### config.mk
export PLATFORM = sky130hd
export DESIGN_NAME = writeback_unit
export DESIGN_NICKNAME = d
export VERILOG_FILES = /design/src/rtl/writeback_unit.sv
export SDC_FILE = /design/constraint.sdc
export NUM_CORES = 1
export LEC_CHECK = 0
export ABC_AREA = 0
export CORE_MARGIN = 2
export CORE_UTILIZATION = 48
export DETAILED_ROUTE_END_ITERATION = 16
export HOLD_SLACK_MARGIN = 0.03
export PLACE_DENSITY_LB_ADDON = 0.05
export SLEW_MARGIN = 10
export SYNTH_ARGS = -nofsm -noshare
export SYNTH_HDL_FRONTEND = slang
export SYNTH_SLANG_ARGS = --single-unit
### constraint.sdc
create_clock -name clk -period 7.6 [get_ports clk]
set_input_delay 1.9 -clock clk [delete_from_list [all_inputs] [get_ports clk]]
set_output_delay 1.9 -clock clk [all_outputs]
set_load 0.05 [all_outputs]
### src/rtl/writeback_unit.sv
// ---------------------------------------------------------------------------
// writeback_unit
//   Buffers execute-stage results in a small FIFO and drains them one per
//   cycle into the register-file write port. It holds off while the register
//   file reports busy. Entries whose destination index is above 5 are dropped,
//   and bad_dest pulses for one cycle when that happens. pend_e/pend_v show
//   which registers still have a write queued or on the write port.
//
// Parameters
//   DEPTH      number of FIFO entries (power of two, 2..16)
//
// Configuration
//   WB_FORWARD_EN  when defined, the fwd_* lookup returns the newest queued
//                  value for a register; otherwise fwd_hit/fwd_e/fwd_v are 0.
//
// Ports
//   clk, rst                     clock, synchronous active-high reset
//   wb_valid/wb_ready            result handshake from execute
//   wb_type, wb_dest             destination type (0 scalar, 1 vector), index
//   wb_scalar, wb_vector         result data (21 / 192 bits)
//   rf_busy                      register file cannot accept a write
//   Reg_write, A3, desType       register-file write strobe, index, type
//   wd3e, wd3v                   scalar / vector write data
//   pend_e, pend_v               registers with outstanding writes
//   bad_dest                     pulse: an entry with an illegal index was dropped
//   fwd_type, fwd_addr           forwarding lookup key
//   fwd_hit, fwd_e, fwd_v        forwarding result
// ---------------------------------------------------------------------------
module writeback_unit #(
  parameter int DEPTH = 4
) (
  input  logic         clk,
  input  logic         rst,
  input  logic         wb_valid,
  output logic         wb_ready,
  input  logic         wb_type,
  input  logic [2:0]   wb_dest,
  input  logic [20:0]  wb_scalar,
  input  logic [191:0] wb_vector,
  input  logic         rf_busy,
  output logic         Reg_write,
  output logic [2:0]   A3,
  output logic         desType,
  output logic [20:0]  wd3e,
  output logic [191:0] wd3v,
  output logic [5:0]   pend_e,
  output logic [5:0]   pend_v,
  output logic         bad_dest,
  input  logic         fwd_type,
  input  logic [2:0]   fwd_addr,
  output logic         fwd_hit,
  output logic [20:0]  fwd_e,
  output logic [191:0] fwd_v
);

  localparam int PTR_W = $clog2(DEPTH);
  localparam int CNT_W = $clog2(DEPTH + 1);

  typedef enum logic [1:0] {IDLE, WRITE, STALL} state_t;

  state_t             state_q;
  logic [PTR_W-1:0]   wr_ptr_q, rd_ptr_q;
  logic [CNT_W-1:0]   count_q, count_d;
  logic               bad_dest_q;
  logic [2:0]         a3_q;
  logic               des_type_q;
  logic [20:0]        wd3e_q;
  logic [191:0]       wd3v_q;

  // Scalar entries are stored zero-extended in the shared data word.
  logic               type_mem [DEPTH];
  logic [2:0]         dest_mem [DEPTH];
  logic [191:0]       data_mem [DEPTH];

  logic accept, push, pop;

  // Readiness uses the registered count only, so a full FIFO refuses a push
  // even in a cycle where it also pops.
  assign wb_ready = (count_q < CNT_W'(DEPTH));
  assign accept   = wb_valid && wb_ready;
  assign push     = accept && (wb_dest <= 3'd5);
  assign pop      = (count_q != '0) && !rf_busy;

  always_comb begin
    count_d = count_q;
    if (push && !pop)      count_d = count_q + CNT_W'(1);
    else if (pop && !push) count_d = count_q - CNT_W'(1);
  end

  // NOTE: FIFO storage has no reset; occupancy is tracked by count/pointers,
  // so stale slots are never observed and the array can map to plain RAM.
  always_ff @(posedge clk) begin
    if (push) begin
      type_mem[wr_ptr_q] <= wb_type;
      dest_mem[wr_ptr_q] <= wb_dest;
      data_mem[wr_ptr_q] <= wb_type ? wb_vector : {171'd0, wb_scalar};
    end
  end

  // NOTE: sequential state uses non-blocking assignments so every register
  // samples pre-edge values regardless of statement order.
  always_ff @(posedge clk) begin
    if (rst) begin
      state_q    <= IDLE;
      wr_ptr_q   <= '0;
      rd_ptr_q   <= '0;
      count_q    <= '0;
      bad_dest_q <= 1'b0;
      a3_q       <= '0;
      des_type_q <= 1'b0;
      wd3e_q     <= '0;
      wd3v_q     <= '0;
    end else begin
      bad_dest_q <= accept && (wb_dest > 3'd5);
      count_q    <= count_d;
      if (push) wr_ptr_q <= wr_ptr_q + PTR_W'(1);
      if (pop) begin
        state_q    <= WRITE;
        rd_ptr_q   <= rd_ptr_q + PTR_W'(1);
        a3_q       <= dest_mem[rd_ptr_q];
        des_type_q <= type_mem[rd_ptr_q];
        wd3e_q     <= type_mem[rd_ptr_q] ? 21'd0 : data_mem[rd_ptr_q][20:0];
        wd3v_q     <= type_mem[rd_ptr_q] ? data_mem[rd_ptr_q] : 192'd0;
      end else begin
        state_q    <= (count_q != '0) ? STALL : IDLE;
        a3_q       <= '0;
        des_type_q <= 1'b0;
        wd3e_q     <= '0;
        wd3v_q     <= '0;
      end
    end
  end

  assign Reg_write = (state_q == WRITE);
  assign A3        = a3_q;
  assign desType   = des_type_q;
  assign wd3e      = wd3e_q;
  assign wd3v      = wd3v_q;
  assign bad_dest  = bad_dest_q;

  // Pending bitmaps: every occupied FIFO slot plus the entry on the write port.
  always_comb begin
    logic [PTR_W-1:0] idx;
    pend_e = '0;
    pend_v = '0;
    idx    = '0;
    for (int r = 0; r < 6; r++) begin
      if (Reg_write && a3_q == 3'(r)) begin
        if (des_type_q) pend_v[r] = 1'b1;
        else            pend_e[r] = 1'b1;
      end
    end
    for (int k = 0; k < DEPTH; k++) begin
      if (CNT_W'(k) < count_q) begin
        idx = rd_ptr_q + PTR_W'(k);
        for (int r = 0; r < 6; r++) begin
          if (dest_mem[idx] == 3'(r)) begin
            if (type_mem[idx]) pend_v[r] = 1'b1;
            else               pend_e[r] = 1'b1;
          end
        end
      end
    end
  end

`ifdef WB_FORWARD_EN
  // Oldest candidate (write port) is checked first, then the FIFO from head
  // to tail, so the last match written is the newest value.
  always_comb begin
    logic [PTR_W-1:0] idx;
    fwd_hit = 1'b0;
    fwd_e   = '0;
    fwd_v   = '0;
    idx     = '0;
    if (Reg_write && des_type_q == fwd_type && a3_q == fwd_addr) begin
      fwd_hit = 1'b1;
      fwd_e   = wd3e_q;
      fwd_v   = wd3v_q;
    end
    for (int k = 0; k < DEPTH; k++) begin
      if (CNT_W'(k) < count_q) begin
        idx = rd_ptr_q + PTR_W'(k);
        if (type_mem[idx] == fwd_type && dest_mem[idx] == fwd_addr) begin
          fwd_hit = 1'b1;
          fwd_e   = type_mem[idx] ? 21'd0 : data_mem[idx][20:0];
          fwd_v   = type_mem[idx] ? data_mem[idx] : 192'd0;
        end
      end
    end
  end
`else
  logic unused_fwd;
  assign unused_fwd = ^{fwd_type, fwd_addr};
  assign fwd_hit    = 1'b0;
  assign fwd_e      = '0;
  assign fwd_v      = '0;
`endif

endmodule

# --- Word-level counts from Yosys, hierarchy flattened ---
# Memories as Yosys holds them, arrays and structs flattened. A register that Yosys moved wholly into a read port is not among the register bits.
# Index checks and enable logic that the tools add are counted.
totals:
  regBits: 227
  out_inout_bits: 446
  mem_count: 3
  in_bits: 225
  ram_bits: 784
  elab_cells: 211
mem_list:
  columns: ["name", "words", "word_bits", "rd", "rd_clocked_by_memory_dff", "wr", "line_no", "rtl"]
  rows:
  - ["data_mem", 4, 192, 1, 1, 1, "73", "logic [191:0] data_mem [DEPTH];"]
  - ["dest_mem", 4, 3, 4, 1, 1, "72", "logic [2:0] dest_mem [DEPTH];"]
  - ["type_mem", 4, 1, 4, 1, 1, "71", "logic type_mem [DEPTH];"]
op_classes:
  mux: 131
  bitwise: 2
  reduce_logical: 26
  n_addsub: 6
  eq_ne: 26
  magnitude_cmp: 7
ops:
  columns: ["op", "n"]
  rows:
  - ["2-to-1 mux 192 bit", 1]
  - ["2-to-1 mux 1 bit", 113]
  - ["2-to-1 mux 6 bit", 8]
  - ["equality test 3 x 2 -> 1 bit (second input constant)", 10]
  - ["equality test 3 bit (second input constant)", 10]
  - ["equality test 3 x 1 -> 1 bit (second input constant)", 5]
  - ["logical NOT 3 bit", 5]
  - ["2-to-1 mux 2 bit", 7]
  - ["logical AND 1 bit", 12]
  - ["less-than comparator 1 x 3 -> 1 bit (first input constant)", 2]
  - ["less-than comparator 2 x 3 -> 1 bit (first input constant)", 2]
  - ["2-to-1 mux 3 bit", 2]
  - ["OR reduction 3 bit", 2]
  - ["adder 2 x 1 -> 2 bit (second input constant)", 2]
  - ["adder 2 bit (second input constant)", 2]
  - ["OR reduction 2 bit", 2]
  - ["adder 3 x 1 -> 3 bit (second input constant)", 1]
  - ["greater-than comparator 3 bit (second input constant)", 1]
  - ["less-or-equal comparator 3 bit (second input constant)", 1]
  - ["logical NOT 1 bit", 3]
  - ["less-than comparator 3 bit (second input constant)", 1]
  - ["nonzero test 3 bit", 1]
  - ["subtractor 3 x 1 -> 3 bit (second input constant)", 1]
  - ["equality test 2 x 1 -> 1 bit (second input constant)", 1]
  - ["2 further kinds", 3]

# --- Longest topological paths before layout ---
# Gate-level depths: netlist of the first run.
depth:
  ltp_word: 15
  depth_mapped: 10
  mapped_depth_nobuf: 10

# --- Worst setup path before layout of the first run ---
# Ideal clock, no wire load.
synth_timing:
  kind: "input -> register"
  start: "in wb_valid"
  end: "mem data_mem[1][0], enable pin"
  setup_time_ns: 0.580
  required_time_ns: 7.020
  stages: 3
  path_buffers: 0
  slack_ns: 0.160
  arrival_ns: 6.859
  cell_sequence: "nand2_1 > a21oi_1 > and2_1"
synth_via:
  elab_chain_len: 4
synth_rtl:
  columns: ["element", "line_no", "rtl"]
  rows:
  - ["start, declared", "34", "input logic wb_valid,"]
  - ["logical AND 1 bit", "80", "assign accept = wb_valid && wb_ready;"]
  - ["logical AND 1 bit", "81", "assign push = accept && (wb_dest <= 3'd5);"]
  - ["via push", "75", "logic accept, push, pop;"]
  - ["2-to-1 mux 1 bit", "93", "if (push) begin"]
  - ["2-to-1 mux 1 bit", "96", "data_mem[wr_ptr_q] <= wb_type ? wb_vector : {171'd0, wb_scalar};"]
  - ["end, declared", "73", null]
# The timed path passes the listed nets, and every way through them passes these cells.

==> results of run 1 <==
==> power by group through the flow <==
stage          clock [uW]  combinational, uW  sequential, uW
4_1_cts              4990               3810            6840
6_report             4880               3710            6820
3_3_place_gp            0               3800            6930
2_1_floorplan           0               2390            7330
3_5_place_dp            0               3800            6960
5_1_grt              5200               3980            6880
==> kinds of logic (layout without fill, tap and decap cells) <==
family / after synthesis / in the layout / synth area share, %
AOI/OAI and AO/OA: 50 / 50 / 0.9301
xor gates and xnor gates: 5 / 5 / 0.1126
adders and majority gates: 9 / 9 / 0.2896
buffers and inverters: 349 / 683 / 5.602
DFF: 1013 / 1013 / 72.34
muxes: 236 / 236 / 12.70
other: 1 / 218 / 0.009644
and+or+nand+nor: 511 / 511 / 8.019
==> sequential cells by signal, indices dropped and copies added (netlist names), 2 cells and up, named ones only <==
| signal | cells |
|---|---|
| A3 | 3 |
| type_mem | 4 |
| state_q | 2 |
| dest_mem | 12 |
| rd_ptr_q | 2 |
| wd3e | 21 |
| wr_ptr_q | 2 |
| wd3v | 192 |
| data_mem | 768 |
| count_q | 3 |
==> worst max-delay path, cell delays in order, from the launching register on <==
cell,delay [ps]
sky130_fd_sc_hd__dfxtp_4,930
sky130_fd_sc_hd__buf_4,710
sky130_fd_sc_hd__mux4_2,660
sky130_fd_sc_hd__nand3b_1,210
sky130_fd_sc_hd__o22ai_1,190
sky130_fd_sc_hd__or3_1,180
sky130_fd_sc_hd__clkdlybuf4s50_1,820
==> per-layer routing <==
layer,global-route usage [%],up-vias
li1,-,8826
met1,26.17,9907
met2,36.29,542
met3,6.074,144
met4,7.281,22
met5,0,-
==> cell type report <==
cell class / count / share of cell area (%)
sequential: 1013 / 59.82
multi-input combinational: 1025 / 19.99
timing repair buffer: 479 / 10.26
clock buffer: 136 / 5.936
tap: 1060 / 2.820
clock inverter: 53 / 1.030
inverter: 15 / 0.1197
antenna: 4 / 0.02128
==> stage by stage <==
stage / hold slack, ps / cell area (sq um) / setup slack, ps / total power (uW) / std cells
floorplan: 513.6 / 39680 / 160.4 / 9716 / 2387
global placement: 533.7 / 43740 / 1730 / 10730 / 3592
detailed placement: 550.9 / 43740 / 1779 / 10760 / 3592
CTS: 570.4 / 47020 / 1064 / 15640 / 3781
global route: 604.2 / 47020 / 871.7 / 16060 / 3783
finish: 573.1 / 47030 / 1233 / 15420 / 3785
==> how the worst min path moves through the flow <==
stage / from / to / slack (ps) / cells after the start
3_3_place_gp: wr_ptr_q[1] / wr_ptr_q[1] / 530 / 2
2_1_floorplan: wr_ptr_q[1] / wr_ptr_q[1] / 510 / 2
6_report: wr_ptr_q[1] / wr_ptr_q[1] / 570 / 2
3_5_place_dp: rd_ptr_q[1] / flop / 550 / 2
4_1_cts: wr_ptr_q[1] / wr_ptr_q[1] / 570 / 2
5_1_grt: rd_ptr_q[1] / flop / 600 / 2
==> synth_stat cells, types with 9 or more instances <==
| library cell | count | area share (%) |
|---|---|---|
| sky130_fd_sc_hd__nor2_1 | 29 | 0.28 |
| sky130_fd_sc_hd__buf_4 | 217 | 4.2 |
| sky130_fd_sc_hd__ha_1 | 9 | 0.29 |
| sky130_fd_sc_hd__mux4_2 | 202 | 12 |
| sky130_fd_sc_hd__nand3_1 | 13 | 0.17 |
| sky130_fd_sc_hd__mux2i_1 | 10 | 0.26 |
| sky130_fd_sc_hd__inv_1 | 14 | 0.14 |
| sky130_fd_sc_hd__nand2_1 | 13 | 0.13 |
| sky130_fd_sc_hd__and3_1 | 196 | 3.2 |
| sky130_fd_sc_hd__and2_1 | 202 | 3.3 |
| sky130_fd_sc_hd__dfxtp_1 | 229 | 12 |
| sky130_fd_sc_hd__edfxtp_1 | 784 | 61 |
| sky130_fd_sc_hd__clkbuf_1 | 80 | 0.77 |
| sky130_fd_sc_hd__buf_2 | 25 | 0.32 |
| sky130_fd_sc_hd__buf_1 | 9 | 0.087 |
| sky130_fd_sc_hd__mux2_2 | 22 | 0.64 |
==> results.md, run 1 <==
* Outcome: finished, final reports clean
* Core Region at 0.08042 sq mm
* Detailed-router iteration count before antenna repair at 5
* Pwr dens at 327.9 mW/mm^2
* Placed wire-length estimate at 54.61 mm
* Global router's overall resource usage at 21.30%
* Kind of end point of the critical path: primary output
* TritonCTS clock tree: yes
* Switching portion of total power at roughly 30%
* Critical path fanouts, max at 43
* Relative contribution of sequential cells to total power at 44.3%
* Met2 routed WL at 46.23 mm
* Vias per Instance at 5.136
* Die area at 0.08330 sq mm
* Remaining DRCs at 0
* Synthesized instance count at about 2200
* Share of synthesized registers carrying an async set or reset at 0%
* Area growth from synthesis to layout at 20.95%
* Cell area after technology mapping at about 0.04 sq mm
* Antenna Violating Nets Remaining at 0
* Most frequent cells in the layout: sky130_fd_sc_hd__edfxtp_1 (784), sky130_fd_sc_hd__clkdlybuf4s50_1 (451), sky130_fd_sc_hd__dfxtp_1 (227)
* Max cap viols at 0
* Clock power share at 31.7%
* Number of different library cells in the post-synthesis netlist at 62
* Length in cells of the worst reg-to-reg path at 4
* Top metal layer carrying routed signals: met5
* Post-Syn Area per Cell at 17.89 sq um
* Worst slew margin at 31.74%
* Final worst path period share at 83.78%
* Count of pins on the block boundary at between 600 and 700
* Seq cells post-synth at just over 1000
* Number of clock sinks seen by CTS at 1013
* DR WL/cell at 23.71 um
* Pin count of the biggest net entering global routing at approximately 150
* Global-route wire length before repair at 129.6 mm
* Critical path endpoint: pend_v[3]
* Area used by multi-input combinational logic at 0.009402 sq mm
* Endpoint arrival time on the critical path at around 4500 ps
* Fill cell instance count of the final layout at 6145
* Post-CTS clock slew at the launch and capture registers of the worst setup and hold paths at approximately 60 ps
* IO buf count at 452
* Critical Path Source Type: flop
* Sum of routed wire length over all layers at 89.73 mm
* Via count at 19440
* Number of placement rows at about 100
* Endpoint of the most critical register-to-register path: wd3v[110]
* Pleak at around 0.017 uW
* Layout cell share with drive strength beyond 1 at roughly 15%
* Worst path required time at 5700 ps
* Final slew viol count at 0
* Effective utilization at floorplan at 48.35%
* Switching component of the power at 4543 uW
* Cts hold-fix bufs at 0
* Post-synth EDFFs at 784
* Top FF cell, synth: sky130_fd_sc_hd__edfxtp_1
* Metal-1 WL at 34.60 mm
* IR Drop Worst-Case VDD at 212.5 uV
* Clock buffer count from CTS at 101
* Resized cells post-CTS at 0
* Setup repair after global routing missed its margin: no
* Power share of the combinational group at 24.1%
* Initial antenna violation count at 16
* Post-route clock skew at 16.28 ps
* Clock network latency to the later pin of the worst-skew pair at between 600 and 700 ps
* Number of warning messages in the yosys log at 0
* Worst hold path class: flop to flop
* Seq. cell area at about 0.028 sq mm
* Setup-failing EPs final at 0
* Most common cell after layout, fill and taps aside: sky130_fd_sc_hd__edfxtp_1
* Final GP Congestion at 0.7842
* Slew at the pin with the worst max-slew slack at 1024 ps
* Die Span Y at 288.6 um
* H-Tree Level Count at 3
* Number of nets in the finished design at ~2900
* Post-CTS setup buffer count at 0
* Via count of the first global-routing pass at 20000
* Sequential fraction of the synthesis area at 72.34%
* DR iter-0 viols at between 1000 and 1500
* Clk buf depth at 3
* Internal Dissipation at between 10000 and 15000 uW
* Max Clk Rate at 157.1 MHz
* R2r setup slk at between 3000 and 4000 ps
* WS Path Type: flop to primary output
* Die width at ~290 um
* Final cell utilization of the core at 58.48%
* Tmin final at between 6000 and 7000 ps
* Routed wl met3 at 6.278 mm
* Final sum of negative setup slack at 0 ps
* Final hold violation count at 0
* Root buffer cell: sky130_fd_sc_hd__clkbuf_16
* Total congestion overflow after global routing at 0
Power figures use the tool's default switching activity.
==> run 2: changes to the inputs <==
- CORE_UTILIZATION: 48 -> 50
- clock period: 7.6 -> 6.52 ns (I/O delays scaled with it)
==> results.md, run 2 (synthesized netlist as in run 1, its figures left out) <==
* Outcome: finished, final reports clean
* Clock buffer count from CTS at 103
* Worst hold path class: flop to flop
* Relative contribution of sequential cells to total power at 44.0%
* Critical path fanouts, max at 40
* Post-CTS clock slew at the launch and capture registers of the worst setup and hold paths at 60 ps
* Ordered cell list for the critical path: mux4_4 > nand2b_2 > inv_2 > and3_1 > or4_1 > clkdlybuf4s50_1
* Root buffer cell: sky130_fd_sc_hd__clkbuf_16
* Final cell utilization of the core at 61.13%
* Pwr dens at 382.6 mW/mm^2
* Slew at the pin with the worst max-slew slack at 1153 ps
* Pin count of the biggest net entering global routing at 133
* DR WL/cell at 23.89 um
* Cell with the largest stage delay on the worst path: sky130_fd_sc_hd__mux4_4
* Via count of the first global-routing pass at between 15000 and 20000
* Count of pins on the block boundary at 671
* Final sum of negative setup slack at 0 ps
* WS Path Type: flop to primary output
* Vias per Instance at 5.228
* Via count at 19750
* Switching portion of total power at 29.65%
* Final slew viol count at 0
* Final hold slack at 572.6 ps
* Placed wire-length estimate at 55.61 mm
* Max Clk Rate at 173.6 MHz
* Kind of end point of the critical path: primary output
* Core Region at 0.07721 sq mm
* Most frequent cells in the layout: sky130_fd_sc_hd__edfxtp_1 (784), sky130_fd_sc_hd__clkdlybuf4s50_1 (451), sky130_fd_sc_hd__dfxtp_1 (227)
* Setup repair after global routing missed its margin: no
* Number of flip-flops under the largest register name at 768
* Register with the highest flop count: data_mem
* Resized cells post-CTS at 0
* Sum of routed wire length over all layers at 90.27 mm
* Initial antenna violation count at 18
* Clk buf depth at 3
* Post-route clock skew at 20.78 ps
* DR iter-0 viols at 1253
* Pleak at ~0.017 uW
* Max cap viols at 0
* Layout cell share with drive strength beyond 1 at approximately 16%
* Post-CTS setup buffer count at 0
* Power share of the combinational group at between 20% and 30%
* Final worst path period share at 88.36%
* Internal Dissipation at 12700 uW
* Endpoint arrival time on the critical path at 4130 ps
* Detailed-router iteration count before antenna repair at 5
* Family with the most delay on the worst path: multiplexers
* Remaining DRCs at 0
* Final GP Congestion at 0.8483
* Antenna Violating Nets Remaining at 0
* Area growth from synthesis to layout at 21.38%
* IR Drop Worst-Case VDD at 256.8 uV
* Cts hold-fix bufs at 0
* Total congestion overflow after global routing at 0
* Number of clock sinks seen by CTS at 1013
* Die area at 0.08001 sq mm
* Most common cell after layout, fill and taps aside: sky130_fd_sc_hd__edfxtp_1
* Number of nets in the finished design at 2880
* Clock power share at 31.8%
* Die Span Y at approximately 280 um
* H-Tree Level Count at 3
* Maximum single-stage delay on the critical path at 910 ps
* Worst path required time at 4890 ps
* Effective utilization at floorplan at between 50% and 60%
* Switching component of the power at 5354 uW
* Global router's overall resource usage at 22.25%
* Number of placement rows at between 100 and 150
* Die width at 282.9 um
* Global-route wire length before repair at 129.7 mm
* Final hold violation count at 0
* Setup-failing EPs final at 0
* TritonCTS clock tree: yes
* Clock network latency to the later pin of the worst-skew pair at 660 ps
* Buf/Inv on CP at 2
* Critical Path Source Type: flop
* IO buf count at 452
* Worst slew margin at approximately 23%
* Tmin final at 5761 ps
==> run 2: through the flow <==
step,area [sq um],worst slack (ps),std cells,power (uW)
floorplan,39690,1520,2387,11270
global placement,43840,1355,3581,12500
detailed placement,43840,1352,3581,12550
CTS,47190,645.2,3774,18280
global route,47190,548.8,3777,18790
finish,47200,758.8,3778,18060
==> run 2: final timing paths <==
path / endpoint / cells past startpoint / slack, ps / start
worst max-delay path: pend_v[2] / 6 / 760 / flop
worst max register to register: wd3v[2] / 4 / 2580 / flop
worst min-delay path: wr_ptr_q[1] / 2 / 570 / wr_ptr_q[1]
worst min register to register: wr_ptr_q[1] / 2 / 570 / wr_ptr_q[1]
==> run 2: power groups by stage <==
| stage | sequential (uW) | combinational, uW | clock, uW |
|---|---|---|---|
| floorplan | 8490 | 2780 | 0 |
| finish | 7950 | 4370 | 5740 |
| global route | 8020 | 4660 | 6100 |
| CTS | 7970 | 4460 | 5850 |
| global placement | 8070 | 4440 | 0 |
| detailed placement | 8100 | 4450 | 0 |
==> run 2: worst register-to-register path, stage by stage (launching register included) <==
cell,delay [ps]
sky130_fd_sc_hd__dfxtp_4,860
sky130_fd_sc_hd__mux4_4,650
sky130_fd_sc_hd__buf_4,750
sky130_fd_sc_hd__buf_4,1140
sky130_fd_sc_hd__and3_1,440
==> run 2: layer usage <==
metal	global-route usage [%]	share of wire, %	up-vias
met3	5.697	6.4	130
met2	39.01	53	577
met4	6.186	1.9	30
met5	0	0.22	-
met1	27.38	38	10160
li1	-	-	8855
==> run 2: layout make-up <==
cell class	count	area, sq um
fill	5687	30020
timing repair buffer	488	4942
tap	1040	1301
sequential	1013	28130
antenna	4	10.01
clock buffer	144	2915
clock inverter	49	435.4
inverter	15	56.30
multi-input combinational	1025	9402
==> run 3: changes to the inputs <==
- MAX_ROUTING_LAYER: unset -> met4
==> results.md, run 3 (synthesized netlist as in run 1, its figures left out) <==
* Outcome: finished, final reports clean
* Instance area after placement at roughly 0.044 sq mm
* Slew at the pin with the worst max-slew slack at ~1100 ps
* Number of clock sinks seen by CTS at 1013
* TritonCTS clock tree: yes
* Clock buffer count from CTS at 101
* Sum of routed wire length over all layers at between 90 and 100 mm
* R2r setup slk at between 3000 and 4000 ps
* Via count of the first global-routing pass at 19990
* Detailed-router iteration count before antenna repair at 5
* Clock power share at between 30% and 40%
* Die width at ~280 um
* Final slew viol count at 0
* Placed wire-length estimate at 54.78 mm
* H-Tree Level Count at 3
* Switching portion of total power at 29.14%
* Max Clk Rate at about 180 MHz
* Number of placement rows at 102
* IO buf count at 452
* Pin count of the biggest net entering global routing at 174
* Switching component of the power at 5313 uW
* Setup-failing EPs final at 0
* Kind of end point of the critical path: primary output
* Power share of the combinational group at between 20% and 30%
* Remaining DRCs at 0
* Setup repair after global routing missed its margin: no
* Final GP Congestion at 0.8536
* Final sum of negative setup slack at 0 ps
* Global-route wire length before repair at approximately 130 mm
* Die Span Y at 282.9 um
* Worst hold path class: flop to flop
* Overall power after layout at 18240 uW
* Non-filler instance count after layout at 3783
* DR WL/cell at roughly 24 um
* Post-CTS setup buffer count at 0
* Clk buf depth at 3
* Worst slew margin at 28.49%
* WS Path Type: flop to primary output
* Relative contribution of sequential cells to total power at around 44%
* Resized cells post-CTS at 0
* Post-CTS clock slew at the launch and capture registers of the worst setup and hold paths at 60 ps
* Area growth from synthesis to layout at 21.76%
* Vias per Instance at 5.211
* Final worst path period share at 86.85%
* Startpoint of the most critical hold path: wr_ptr_q[1]
* Worst path required time at 4890 ps
* Post-route clock skew at ~14 ps
* Endpoint arrival time on the critical path at 4030 ps
* Layout cell share with drive strength beyond 1 at about 16%
* Global router's overall resource usage at 23.09%
* Instance count along the most critical hold path at 2
* Register with the highest flop count: data_mem
* Max cap viols at 0
* Root buffer cell: sky130_fd_sc_hd__clkbuf_16
* Effective utilization at floorplan at 50.36%
* Number of nets in the finished design at 2875
* Clock network latency to the later pin of the worst-skew pair at 650 ps
* Initial antenna violation count at 14
* Most frequent cells in the layout: sky130_fd_sc_hd__edfxtp_1 (784), sky130_fd_sc_hd__clkdlybuf4s50_1 (451), sky130_fd_sc_hd__dfxtp_1 (227)
* Hold endpoint: wr_ptr_q[1]
* Internal Dissipation at approximately 13000 uW
* Count of pins on the block boundary at 671
* Post-route design area at 0.04734 sq mm
* Total congestion overflow after global routing at 0
* Pwr dens at 385.2 mW/mm^2
* Via count at 19710
* Most common cell after layout, fill and taps aside: sky130_fd_sc_hd__edfxtp_1
* Length in cells of the worst reg-to-reg path at 4
* Tmin final at roughly 5700 ps
* DR iter-0 viols at ~1300
* Pleak at 0.01677 uW
* Critical path fanouts, max at 15
* IR Drop Worst-Case VDD at 363.3 uV
* Number of flip-flops under the largest register name at approximately 770
* Critical Path Source Type: flop
* Number of placed cells counting well taps at 3578
* Antenna Violating Nets Remaining at 0
* Cts hold-fix bufs at 0
* Core Region at a little under 0.08 sq mm
* Final hold violation count at 0
* Endpoint of the most critical register-to-register path: wd3v[13]
* Die area at around 0.08 sq mm
==> run 3: per-layer routing <==
layer	track usage, %	wire (um)	part of all wire [%]	vias up
met5	-	0	0	-
met4	6.865	2155	2.4	0
li1	-	-	-	8858
met2	39.13	47430	53	599
met1	27.12	34060	38	10130
met3	6.134	6497	7.2	125
==> run 3: metrics by stage <==
| step | utilization (%) | hold WS [ps] | worst slack (ps) |
|---|---|---|---|
| detailed placement | 56.79 | 611.3 | 1500 |
| global route | 61.32 | 660.2 | 661.7 |
| finish | 61.32 | 615.1 | 857.3 |
| floorplan | - | 513.6 | 1520 |
| CTS | 61.27 | 626.2 | 799.5 |
| global placement | 56.79 | 530.1 | 1509 |
==> run 3: how the worst max path moves through the flow <==
stage	startpoint	end	slack [ps]	depth (start not counted)
6_report	rd_ptr_q[0]	pend_v[2]	860	7
5_1_grt	rd_ptr_q[1]	pend_v[2]	660	7
4_1_cts	rd_ptr_q[0]	pend_v[2]	800	7
3_5_place_dp	rd_ptr_q[0]	pend_v[2]	1500	7
3_3_place_gp	flop	pend_v[2]	1510	6
2_1_floorplan	wb_valid	data_mem[0][0]	1520	3
==> run 3: final cells by class <==
type,count,area [sq um]
Timing Repair Buffer,485,4957
Clock buffer,141,2894
Tap cell,1040,1301
Clock inverter,50,564.3
Antenna cell,14,35.03
Fill cell,5743,29870
Inverter,15,56.30
Sequential cell,1013,28130
Multi-Input combinational cell,1025,9402
==> run 3: worst max-delay path, cell delays in order, from the launching register on <==
cell,delay [ps]
sky130_fd_sc_hd__dfxtp_1,700
sky130_fd_sc_hd__buf_4,330
sky130_fd_sc_hd__mux4_2,550
sky130_fd_sc_hd__a21boi_0,160
sky130_fd_sc_hd__nor2b_1,200
sky130_fd_sc_hd__and2_1,160
sky130_fd_sc_hd__or4_1,540
sky130_fd_sc_hd__clkdlybuf4s50_1,750
==> run 3: power by group through the flow <==
stage	registers [uW]	logic, uW	clock network, uW
5_1_grt	7990	4690	6300
3_3_place_gp	8040	4470	0
2_1_floorplan	8490	2780	0
4_1_cts	7950	4490	6040
3_5_place_dp	8080	4480	0
6_report	7930	4390	5910
==> RTL edit, RTL diff (config.mk and constraints of run 1) <==
`DEPTH`: 4 -> 8.
--- a/src/rtl/writeback_unit.sv
+++ b/src/rtl/writeback_unit.sv
@@ -27,7 +27,7 @@
 //   fwd_hit, fwd_e, fwd_v        forwarding result
 // ---------------------------------------------------------------------------
 module writeback_unit #(
-  parameter int DEPTH = 4
+  parameter int DEPTH = 8
 ) (
   input  logic         clk,
   input  logic         rst,
Function: not settled (the Yosys comparison gave no result); the edit may change what the design does.
==> RTL edit against run 1 <==
Synthesized area is 81% higher. Highest routed layer unchanged. First-iteration DRC count is 99% higher. Critical path type unchanged. Critical path depth is 4 higher. Critical endpoint unchanged. Combinational power increased by 73%. Die area rose by 79%. Routed wire length up 77%. Sequential cell count increased by 788. Setup slack lost 0.34 ns. Power grew 73%. Sequential power grew 69%. Count of clock-buffer cells in the layout increased by 124. Cell area up 75%. Via count up 75%.
==> RTL edit: results (changes against run 1) <==
| Metric | Value |
|---|---|
| GRT Resource Usage Total | 21.3% (about the same) |
| CP delay by family, top | buffers and inverters (unchanged) |
| XOR/XNOR share of the synthesized area | 0.171% (was 0.113%) |
| RD Place Congestion | 0.882 (was 0.784) |
| Mux share of post-synthesis cell area | 17.0% (was 12.7%) |
| Leakage | 26.3 nW (was 16.7 nW) |
| Met3 Track Usage GR | 4.30% (was 6.07%) |
| Status | complete, no violations (unchanged) |
| EDFF count, synth | 1568 (was 784) |
| CTS buffer count | 183 (was 101) |
| Peak supply drop | 0.296 mV (was 0.213 mV) |
| Post-CTS setup buffer count | 0 (unchanged) |
| Synth area leaders | edfxtp_1, mux4_2, dfxtp_1 (was edfxtp_1, dfxtp_1, mux4_2) |
| Met1 usage | 29.9% (was 26.2%) |
| Max incr delay on CP | 0.74 ns (was 0.93 ns) |
| Layout cells sized above 1 | 18.7% (was 15.2%) |
| Total number of vias | 34100 (was 19400) |
| Drt wl/cell | 25.6 um (was 23.7 um) |
| Sequential fraction of the synthesis area | 73.6% (was 72.3%) |
| Power Internal | 19.1 mW (was 10.9 mW) |
| Combinational Power Share | 24.0% |
| Clock power frac | 33.1% (was 31.7%) |
| Synth cell count leaders | edfxtp_1, mux4_2, nor2_1, dfxtp_1, buf_4 (was edfxtp_1, dfxtp_1, buf_4, and2_1, mux4_2) |
| CP Max Fanout | 12 (was 43) |
| H-tree levels | 4 (was 3) |
| Cell Area, Placed | 0.0764 mm2 (was 0.0437 mm2) |
| HPWL Detailed | 85.4 mm (was 54.6 mm) |
| Final #Nets | 4364 (was 2869) |
| First-pass GRT wire length | 234 mm (was 130 mm) |
| Max FFs per register | 1536 (was 768) |
| Placed Cells incl. Taps | 5864 (was 3592) |
| Clk_skew | 0.0400 ns (was 0.0163 ns) |
| Async SR Flop Fraction | 0% (unchanged) |
| Biggest register | data_mem (unchanged) |
| Number of global-route vias before repair | 34600 (was 20000) |
| Adder-cell area share of the yosys netlist | 0.125% (was 0.290%) |
| First-iteration detailed-routing DRC count | 2183 (was 1098) |
| Synth warn | 0 (unchanged) |
| Worst-Skew Late Latency | 0.80 ns (was 0.65 ns) |
| Post-CTS resize count | 0 (unchanged) |
| Largest net degree at the start of global routing | 131 (was 145) |
| Root buf cell | clkbuf_16 (unchanged) |
| Switching fraction of total power | 28.6% (was 29.5%) |
| Worst-Margin Slew | 1.11 ns (was 1.02 ns) |
| CP arrival | 4.80 ns (was 4.47 ns) |
| 1st-pass router iterations | 5 (unchanged) |
| Library cells used by synthesis | 71 (was 62) |
| Max clock buf depth | 3 (unchanged) |
| GR Util met2 | 34.4% (was 36.3%) |
| Routed wire length | 159 mm (was 89.7 mm) |
| Initial antenna violation count | 20 (was 16) |
| Compound-Gate Fraction of Synth Area | 1.11% (was 0.930%) |
| Mapped Cells | 3618 (was 2174) |
| Critical path's slowest cell | clkdlybuf4s50_1 (was dfxtp_4) |
-- RTL edit: final cells by class --
class	count	area, um2
fillers	11100	63200
flip-flops and latches	1801	51800
multi-input cells	1616	16900
repair buffers	506	5210
clock buffers	260	5160
well taps	1917	2400
clock inverters	83	821
inverters	24	90.1
diodes	6	15.0
-- RTL edit: path summary, 6_finish.rpt --
check | start | end | slack, ns | cells past startpoint
min | wr_ptr_q[0]$_SDFFE_PP0P_ | wr_ptr_q[0]$_SDFFE_PP0P_ | 0.51 | 2
min reg2reg | wr_ptr_q[0]$_SDFFE_PP0P_ | wr_ptr_q[0]$_SDFFE_PP0P_ | 0.51 | 2
max | rd_ptr_q[0]$_SDFFE_PP0P_ | pend_v[3] | 0.90 | 10
max reg2reg | flop | wd3v[65]$_SDFF_PP0_ | 3.44 | 6
-- RTL edit: worst reg2reg max path, delay by kind of cell, from the launching register on --
kind                   cells  cell delay, ns
buffers and inverters      3            2.37
DFF                        1            0.76
muxes                      2            0.80
and+or+nand+nor            1            0.08
-- RTL edit: per-stage QoR --
stage	setup TNS [ns]	setup WS (ns)	hold slack (ns)	utilization [%]
2_1_floorplan	-479.54	-0.421	0.476	-
3_3_place_gp	0	1.79	0.493	52.5
3_5_place_dp	0	1.82	0.505	52.5
4_1_cts	0	0.929	0.515	56.6
5_1_grt	0	0.672	0.541	56.6
6_report	0	0.895	0.515	56.6
-- RTL edit: routing by layer --
metal,part of all wire [%],wire length (um),vias up
li1,-,-,14900
met1,44,69300,17900
met2,49,77900,975
met3,5.5,8820,221
met4,1.8,2910,22
met5,0.087,138,-
-- RTL edit: cell families after synthesis --
group                      after synthesis
muxes                                  658
adders and majority gates                7
DFF                                   1801
xor gates and xnor gates                12
and+or+nand+nor                        618
AOI/OAI and AO/OA                      107
buffers and inverters                  414
other                                    1
